**src/rtl/rv_pkg.sv**
```systemverilog
// Shared fetch-side types and constants for the RV front end.
package rv_pkg;

    localparam int unsigned XLEN_DEFAULT     = 32;
    localparam int unsigned ILEN             = 32;
    localparam logic [31:0] NOP_INSTR        = 32'h0000_0013;
    localparam logic [31:0] RESET_PC_DEFAULT = 32'h0000_0000;

    // Major opcodes consumed by the controller
    localparam logic [6:0] OPC_LOAD   = 7'b000_0011;
    localparam logic [6:0] OPC_OP_IMM = 7'b001_0011;
    localparam logic [6:0] OPC_AUIPC  = 7'b001_0111;
    localparam logic [6:0] OPC_STORE  = 7'b010_0011;
    localparam logic [6:0] OPC_OP     = 7'b011_0011;
    localparam logic [6:0] OPC_LUI    = 7'b011_0111;
    localparam logic [6:0] OPC_BRANCH = 7'b110_0011;
    localparam logic [6:0] OPC_JALR   = 7'b110_0111;
    localparam logic [6:0] OPC_JAL    = 7'b110_1111;

    typedef enum logic [2:0] {
        IDLE,
        REQ,
        WAIT,
        HOLD,
        FLUSH
    } fetch_state_e;

endpackage

```
**src/rtl/instr_fetch_unit.sv**
```systemverilog
// Instruction fetch: PC owner, single-outstanding imem handshake, redirect handling.
module instr_fetch_unit
    import rv_pkg::*;
#(
    parameter int unsigned    XLEN     = XLEN_DEFAULT,
    parameter logic [XLEN-1:0] RESET_PC = XLEN'(RESET_PC_DEFAULT)
) (
    input  logic            clk,
    input  logic            rst_n,
    output logic            imem_req,
    output logic [XLEN-1:0] imem_addr,
    input  logic            imem_gnt,
    input  logic            imem_rvalid,
    input  logic [31:0]     imem_rdata,
    input  logic            redirect,
    input  logic [XLEN-1:0] redirect_pc,
    output logic            instr_valid,
    input  logic            instr_ready,
    output logic [31:0]     instr,
    output logic [XLEN-1:0] instr_pc,
    output logic [6:0]      opcode,
    output logic [2:0]      funct3,
    output logic [6:0]      funct7
);

    fetch_state_e    r_state;
    fetch_state_e    w_next_state;
    logic [XLEN-1:0] r_pc;
    logic            r_imem_req;
    logic            r_instr_valid;
    logic [31:0]     r_instr;
    logic [XLEN-1:0] r_instr_pc;

    logic            w_handshake;
    logic            w_capture;
    logic [XLEN-1:0] w_redirect_pc;

    assign w_handshake   = (r_state == HOLD) && instr_ready;
    assign w_capture     = (r_state == WAIT) && imem_rvalid && !redirect;
    assign w_redirect_pc = redirect_pc & ~XLEN'(3);

    // State register
    always_ff @(posedge clk or negedge rst_n) begin
        if (!rst_n) r_state <= IDLE;
        else        r_state <= w_next_state;
    end

    // Next-state logic; redirect takes priority over every other event
    always_comb begin
        w_next_state = r_state;
        case (r_state)
            IDLE:  w_next_state = REQ;
            REQ: begin
                if (imem_gnt) w_next_state = redirect ? FLUSH : WAIT;
            end
            WAIT: begin
                if (redirect)         w_next_state = imem_rvalid ? REQ : FLUSH;
                else if (imem_rvalid) w_next_state = HOLD;
            end
            HOLD: begin
                if (redirect || instr_ready) w_next_state = REQ;
            end
            FLUSH: begin
                if (imem_rvalid) w_next_state = REQ;
            end
            default: w_next_state = IDLE;
        endcase
    end

    // PC: redirect target wins, otherwise advance on decode handshake
    always_ff @(posedge clk or negedge rst_n) begin
        if (!rst_n)           r_pc <= RESET_PC;
        else if (redirect)    r_pc <= w_redirect_pc;
        else if (w_handshake) r_pc <= r_pc + XLEN'(4);
    end

    // Output registers: strobes follow next state, instruction captured on accepted response
    always_ff @(posedge clk or negedge rst_n) begin
        if (!rst_n) begin
            r_imem_req    <= 1'b0;
            r_instr_valid <= 1'b0;
            r_instr       <= NOP_INSTR;
            r_instr_pc    <= '0;
        end else begin
            r_imem_req    <= (w_next_state == REQ);
            r_instr_valid <= (w_next_state == HOLD);
            if (w_capture) begin
                r_instr    <= imem_rdata;
                r_instr_pc <= r_pc;
            end
        end
    end

    assign imem_req    = r_imem_req;
    assign imem_addr   = r_pc;
    assign instr_valid = r_instr_valid;
    assign instr       = r_instr;
    assign instr_pc    = r_instr_pc;
    assign opcode      = r_instr[6:0];
    assign funct3      = r_instr[14:12];
    assign funct7      = r_instr[31:25];

endmodule

```
**config.mk**
```make
export PLATFORM = sky130hd
export DESIGN_NAME = instr_fetch_unit
export DESIGN_NICKNAME = d
export VERILOG_FILES = /design/src/rtl/rv_pkg.sv /design/src/rtl/instr_fetch_unit.sv
export SDC_FILE = /design/constraint.sdc
export NUM_CORES = 1
export LEC_CHECK = 0
export BUFFER_PORTS_ARGS = -buffer_cell sky130_fd_sc_hd__buf_4
export CAP_MARGIN = 20
export CORE_ASPECT_RATIO = 1.4
export CORE_MARGIN = 1.5
export CORE_UTILIZATION = 52
export DETAILED_ROUTE_END_ITERATION = 6
export GPL_TIMING_DRIVEN = 0
export PLACE_DENSITY = 0.85
export REMOVE_ABC_BUFFERS = 1
export SLEW_MARGIN = 10
export SYNTH_ARGS = -nofsm -noshare
export SYNTH_HDL_FRONTEND = slang
export SYNTH_SLANG_ARGS = --single-unit
export TNS_END_PERCENT = 50
```
**constraint.sdc**
```tcl
create_clock -name clk -period 4.3 [get_ports clk]
set_clock_uncertainty 0.05 [all_clocks]
set_input_delay 0.215 -clock clk [delete_from_list [all_inputs] [get_ports clk]]
set_output_delay 0.215 -clock clk [all_outputs]
set_load 0.02 [all_outputs]
```
After elaboration in Yosys (flattened, before gate mapping)
Index checks and enable logic that the tools add are counted.
- register bits after elaboration: 101
- bits of input ports: 70
- output and inout port bits: 115
- word-level logic and storage cells: 30
- add/subtract/negate cells: 1
- equality and inequality tests: 6
- muxes and demuxes: 10
- reductions and logical operators: 7
- operators by type and width (operator ; count):
    32-bit two-way mux ; 2
    32-bit by 3-bit adder with 32-bit output (second input constant) ; 1
    3-bit two-way mux ; 7
    3-bit case mux with 5 select lines ; 1
    3-bit by 2-bit == test with 1-bit output (second input constant) ; 3
    3-bit by 1-bit == test with 1-bit output (second input constant) ; 2
    3-bit == test (second input constant) ; 1
    1-bit logical AND ; 3
    3-bit logical NOT ; 1
    2-bit nonzero test ; 1
    1-bit logical NOT ; 1
    1-bit logical OR ; 1

Depth between registers and ports, before layout
- depth after elaboration: 4
- depth in mapped cells: 6
- gate-level depth less buffers: 6

Worst setup path after synthesis
Ideal clock, no wire load.
- path type: register to register
- start point: register r_pc[2] (netlist: imem_addr[2])
- end point: register r_pc[24] (netlist: imem_addr[24])
- setup time: 124 ps
- data arrival time: 1560 ps
- required time: 4126 ps
- path slack: 2566 ps
- stages on the path, launching flop included: 7
- clock period less this slack: 1734 ps
- cell sequence: dfrtp_1 ha_1 and3_1 nand4b_4 o21ai_0 nor2_1 a211o_1
- word-level cells in the longest chain between the ends: 3
- ends and longest elaborated chain (item ; RTL line ; text):
    start: declaration ; instr_fetch_unit.sv:28 ; logic [XLEN-1:0] r_pc;
    start signal: assignment ; instr_fetch_unit.sv:73 ; else if (redirect) r_pc <= w_redirect_pc;
    start signal: assignment ; instr_fetch_unit.sv:74 ; else if (w_handshake) r_pc <= r_pc + XLEN'(4);
    32-bit by 3-bit adder with 32-bit output ; instr_fetch_unit.sv:74 ;
    32-bit two-way mux ; instr_fetch_unit.sv:74 ;
    32-bit two-way mux ; instr_fetch_unit.sv:73 ;
Every way passes these cells. The select of a mux whose other input is x is not followed.
A chain may end at the register's enable or synchronous reset.

Worst setup path after layout
- start point: register r_state[2]
- end point: register r_pc[12] (netlist: imem_addr[12])
- word-level cells in the longest chain between the ends: 3
- ends and longest elaborated chain (item ; RTL line ; text):
    start: declaration ; instr_fetch_unit.sv:26 ; fetch_state_e r_state;
    start signal: assignment ; instr_fetch_unit.sv:45 ; else r_state <= w_next_state;
    3-bit by 2-bit == test with 1-bit output ; instr_fetch_unit.sv:38 ; assign w_handshake = (r_state == HOLD) && instr_ready;
    1-bit logical AND ; instr_fetch_unit.sv:38 ;
    2-bit nonzero test (no source line) ; n/a ;
Every way passes these cells.

==> results by group <==
Floorplan
  • Row Count: 40
  • Io pins: 185
  • Core Region: 0.00861 sq mm
  • Area of the die: 0.00946 sq mm
  • Die H: 114 um
  • Initial core utilization: 53.6%
  • Die extent in x: 82.6 um

Pwr
  • PD cells: 623 mW/mm^2
  • Leakage power of the design: 3.01 nW
  • Maximum vdd ir drop: 373 uV

STA
  • Total of endpoints with negative setup slack in the final report: 0
  • Relative slew slack: 60.3%
  • Worst hold slack across all endpoints: 0.0340 ns
  • Final total negative setup slack: 0 ns
  • Final hold violation count: 0
  • Achievable Freq: 477 MHz
  • Min Clock Period, post-route: 2.10 ns
  • Measured slew at the worst slew-check pin: 0.596 ns
  • Max-slew violations: 0
  • Final worst-path setup slack: 2.20 ns
  • Part of the cycle the worst path needs: 48.8%
  • Setup repair after global routing missed its margin: false

Critical path
  • CP Class: flip-flop to flip-flop
  • Startpoint types: flip-flop
  • CP arrival: 2.24 ns
  • Crit. End Element: flip-flop
  • CP required: 4.44 ns
  • Crit Path Max Fanout: 10

Clock network
  • Clock latency reported for the late side of the worst-skew pair: 0.33 ns
  • Total CTS buffers: 9
  • Maximum buffer depth of the clock tree: 2
  • H-tree levels: 3
  • PostCTS Resize Cnt: 0
  • Clock tree from TritonCTS: done
  • Clock slew at the register clock pins of the worst setup and hold paths: 0.06 ns
  • Post-CTS Hold Fix Bufs: 1
  • Setup repair bufs after CTS: 0
  • CTS Root Buffer Type: sky130_fd_sc_hd__clkbuf_16
  • CTS Sinks: 97

Global routing
  • Remaining global-route overflow: 0
  • Largest net degree at the start of global routing: 65
  • Via count of the first global-routing pass: 3,422
  • First-pass GRT wire length: 16,200 um
  • Antenna violations before repair: 0
  • All-layer global routing usage: 22.5%

Finish
  • Fillcell total: 661
  • P&R area growth vs syn: 33.9%
  • Antenna fix cells: 0
  • Share of post-route cells with drive strength above 1: 51.2%
  • Core occupancy in the finished layout: 71.8%
  • Final net count: 614
  • Combined area of the multi-input logic cells: 0.00191 sq mm
  • Sequential cell area: 0.00243 sq mm

Logic synthesis
  • Register bit count reported by yosys: 97
  • Combinational family with the most area after synthesis: simple AND/OR/NAND/NOR gates
  • Syn Inst Count: 388
  • Post-synthesis area per instance: 11.9 sq um
  • Synth async-reset ratio: 100%
  • Xor and xnor area share after synthesis: 5.31%
  • Count of flip-flops with a built-in enable after synthesis: 0
  • Yosys warning total: 0
  • Cell area after technology mapping: 0.00462 sq mm
  • Share of the yosys chip area belonging to registers: 52.7%
  • Post-synth top flop: sky130_fd_sc_hd__dfrtp_1
  • Netlist cell types: 46
  • Area share of fa/ha/maj cells after synthesis: 0.271%
  • Compound-Gate Fraction of Synth Area: 4.39%
  • Post-Synth Simple-Gate Area: 15.8%
  • Share of cell area taken by muxes after synthesis: 15.1%

Detailed routing
  • Vias per inst: 5.28
  • Post-detailed-route count of antenna-violating nets: 0
  • First-pass DRT Iterations: 4
  • WL/cell: 15.5 um
  • DRC violation total after the first TritonRoute iteration: 121
  • Total length of routed wires: 10,100 um
  • Final routed DRC violation total: 0
  • Total number of vias: 3,442

Placement
  • DP Wirelength: 7610 um
  • Worst setup slack before clock tree synthesis: 2.21 ns
  • Count of input and output buffers: 178
  • Routability cong.: 0.787

Outcome
  • Outcome: complete, no violations

Min path
  • Type of the worst min-delay path: input port to flip-flop

Job
  • Max cap viols: 0
-- worst max-delay path, stage by stage (launching register included) --
cell and delay [ns]:
sky130_fd_sc_hd__dfrtp_1 0.46, sky130_fd_sc_hd__and4b_1 0.65, sky130_fd_sc_hd__nand2_1 0.24, sky130_fd_sc_hd__nor3_1 0.32
sky130_fd_sc_hd__xnor2_1 0.15, sky130_fd_sc_hd__o21ai_0 0.08
-- cells in the final DEF, fill, tap and decap left out, types with 7 or more instances in the layout --
cell | Yosys | final
sky130_fd_sc_hd__nor2_1 | 11 | 11
sky130_fd_sc_hd__o21ai_0 | 26 | 26
sky130_fd_sc_hd__nand2_1 | 49 | 49
sky130_fd_sc_hd__mux2_2 | 60 | 60
sky130_fd_sc_hd__buf_4 | 22 | 178
sky130_fd_sc_hd__nor3_1 | 7 | 7
sky130_fd_sc_hd__xnor2_1 | 23 | 23
sky130_fd_sc_hd__nand3_1 | 10 | 9
sky130_fd_sc_hd__clkbuf_16 | 0 | 9
sky130_fd_sc_hd__dfrtp_1 | 94 | 94
-- path summary, 6_finish.rpt --
path	from	end	slack (ns)	cells past startpoint
hold / removal	redirect_pc[19]	imem_addr[19]	0.03	3
setup / recovery	r_state[2]	imem_addr[12]	2.20	5
max in group asynchronous	rst_n	imem_addr[28]	3.15	3
hold reg to reg	instr_pc[19]	instr_pc[19]	0.43	2
min in group asynchronous	rst_n	instr_valid	0.38	2
setup reg to reg	r_state[2]	imem_addr[12]	2.20	5
-- per-stage QoR --
stage                     cells  total power, mW  cell area [sq um]
final                       652             3.85               6180
after global routing        652             4.06               6180
after detailed placement    636             3.09               5870
after CTS                   652             3.89               6180
after floorplan             351             2.30               4350
after global placement      634             3.03               5810
-- sequential cells by signal, indices dropped and copies added (netlist names) --
name	count
imem_addr	30
imem_req	1
instr	32
instr_pc	30
instr_valid	1
r_state	3
-- cell families after synthesis --
logic type,count (synthesis)
simple gates,118
flops,97
mux,62
buf+inv,44
compound gates,37
xor+xnor,28
fa+ha+maj,1
other cells,1
-- metal layers --
layer | up-vias | GRT usage (%) | wire, um
met1 | 1683 | 26.4 | 3840
met2 | 115 | 39.2 | 5460
met3 | 14 | 5.66 | 649
li1 | 1630 | - | -
met4 | 0 | 7.56 | 167
met5 | - | 0 | 0
-- synthesized netlist by cell type (2+ instances only) --
cell,count,share of area (%)
sky130_fd_sc_hd__mux2_2,60,15
sky130_fd_sc_hd__xnor2_1,23,4.4
sky130_fd_sc_hd__nand4_4,4,1.8
sky130_fd_sc_hd__dfstp_2,3,1.7
sky130_fd_sc_hd__nor2b_1,3,0.41
sky130_fd_sc_hd__buf_4,22,3.6
sky130_fd_sc_hd__nor2_1,11,0.89
sky130_fd_sc_hd__clkbuf_1,5,0.41
sky130_fd_sc_hd__clkbuf_4,2,0.33
sky130_fd_sc_hd__nand4_1,6,0.81
sky130_fd_sc_hd__clkbuf_8,2,0.60
sky130_fd_sc_hd__and4_1,3,0.57
sky130_fd_sc_hd__xor2_1,5,0.95
sky130_fd_sc_hd__nor4_1,2,0.27
sky130_fd_sc_hd__nor3_2,3,0.65
sky130_fd_sc_hd__nand2_1,49,4.0
sky130_fd_sc_hd__o21ai_1,6,0.65
sky130_fd_sc_hd__and3_2,2,0.33
sky130_fd_sc_hd__mux2i_1,2,0.43
sky130_fd_sc_hd__nor4_2,5,1.4
sky130_fd_sc_hd__inv_1,4,0.33
sky130_fd_sc_hd__o21ai_0,26,2.8
sky130_fd_sc_hd__nor3_1,7,0.76
sky130_fd_sc_hd__dfrtp_1,94,51
sky130_fd_sc_hd__buf_2,6,0.65
sky130_fd_sc_hd__and4_2,2,0.43
sky130_fd_sc_hd__and3_1,2,0.27
sky130_fd_sc_hd__a21oi_1,2,0.22
sky130_fd_sc_hd__nand3_1,10,1.1
-- area by class of cell --
cell class / count / share of cell area (%)
timing repair buffer: 181 / 22.6
multi-input combinational: 250 / 31.0
clock buffer: 12 / 4.15
inverter: 4 / 0.243
tap: 105 / 2.13
sequential: 97 / 39.3
clock inverter: 3 / 0.648
-- power by group --
part / switching (mW) / leakage (nW) / internal (mW)
logic: 0.824 / 1.64 / 0.769
registers: 0.225 / 1.23 / 1.24
clock network: 0.314 / 0.148 / 0.477
No activity file was read; power rests on OpenSTA's default activity.
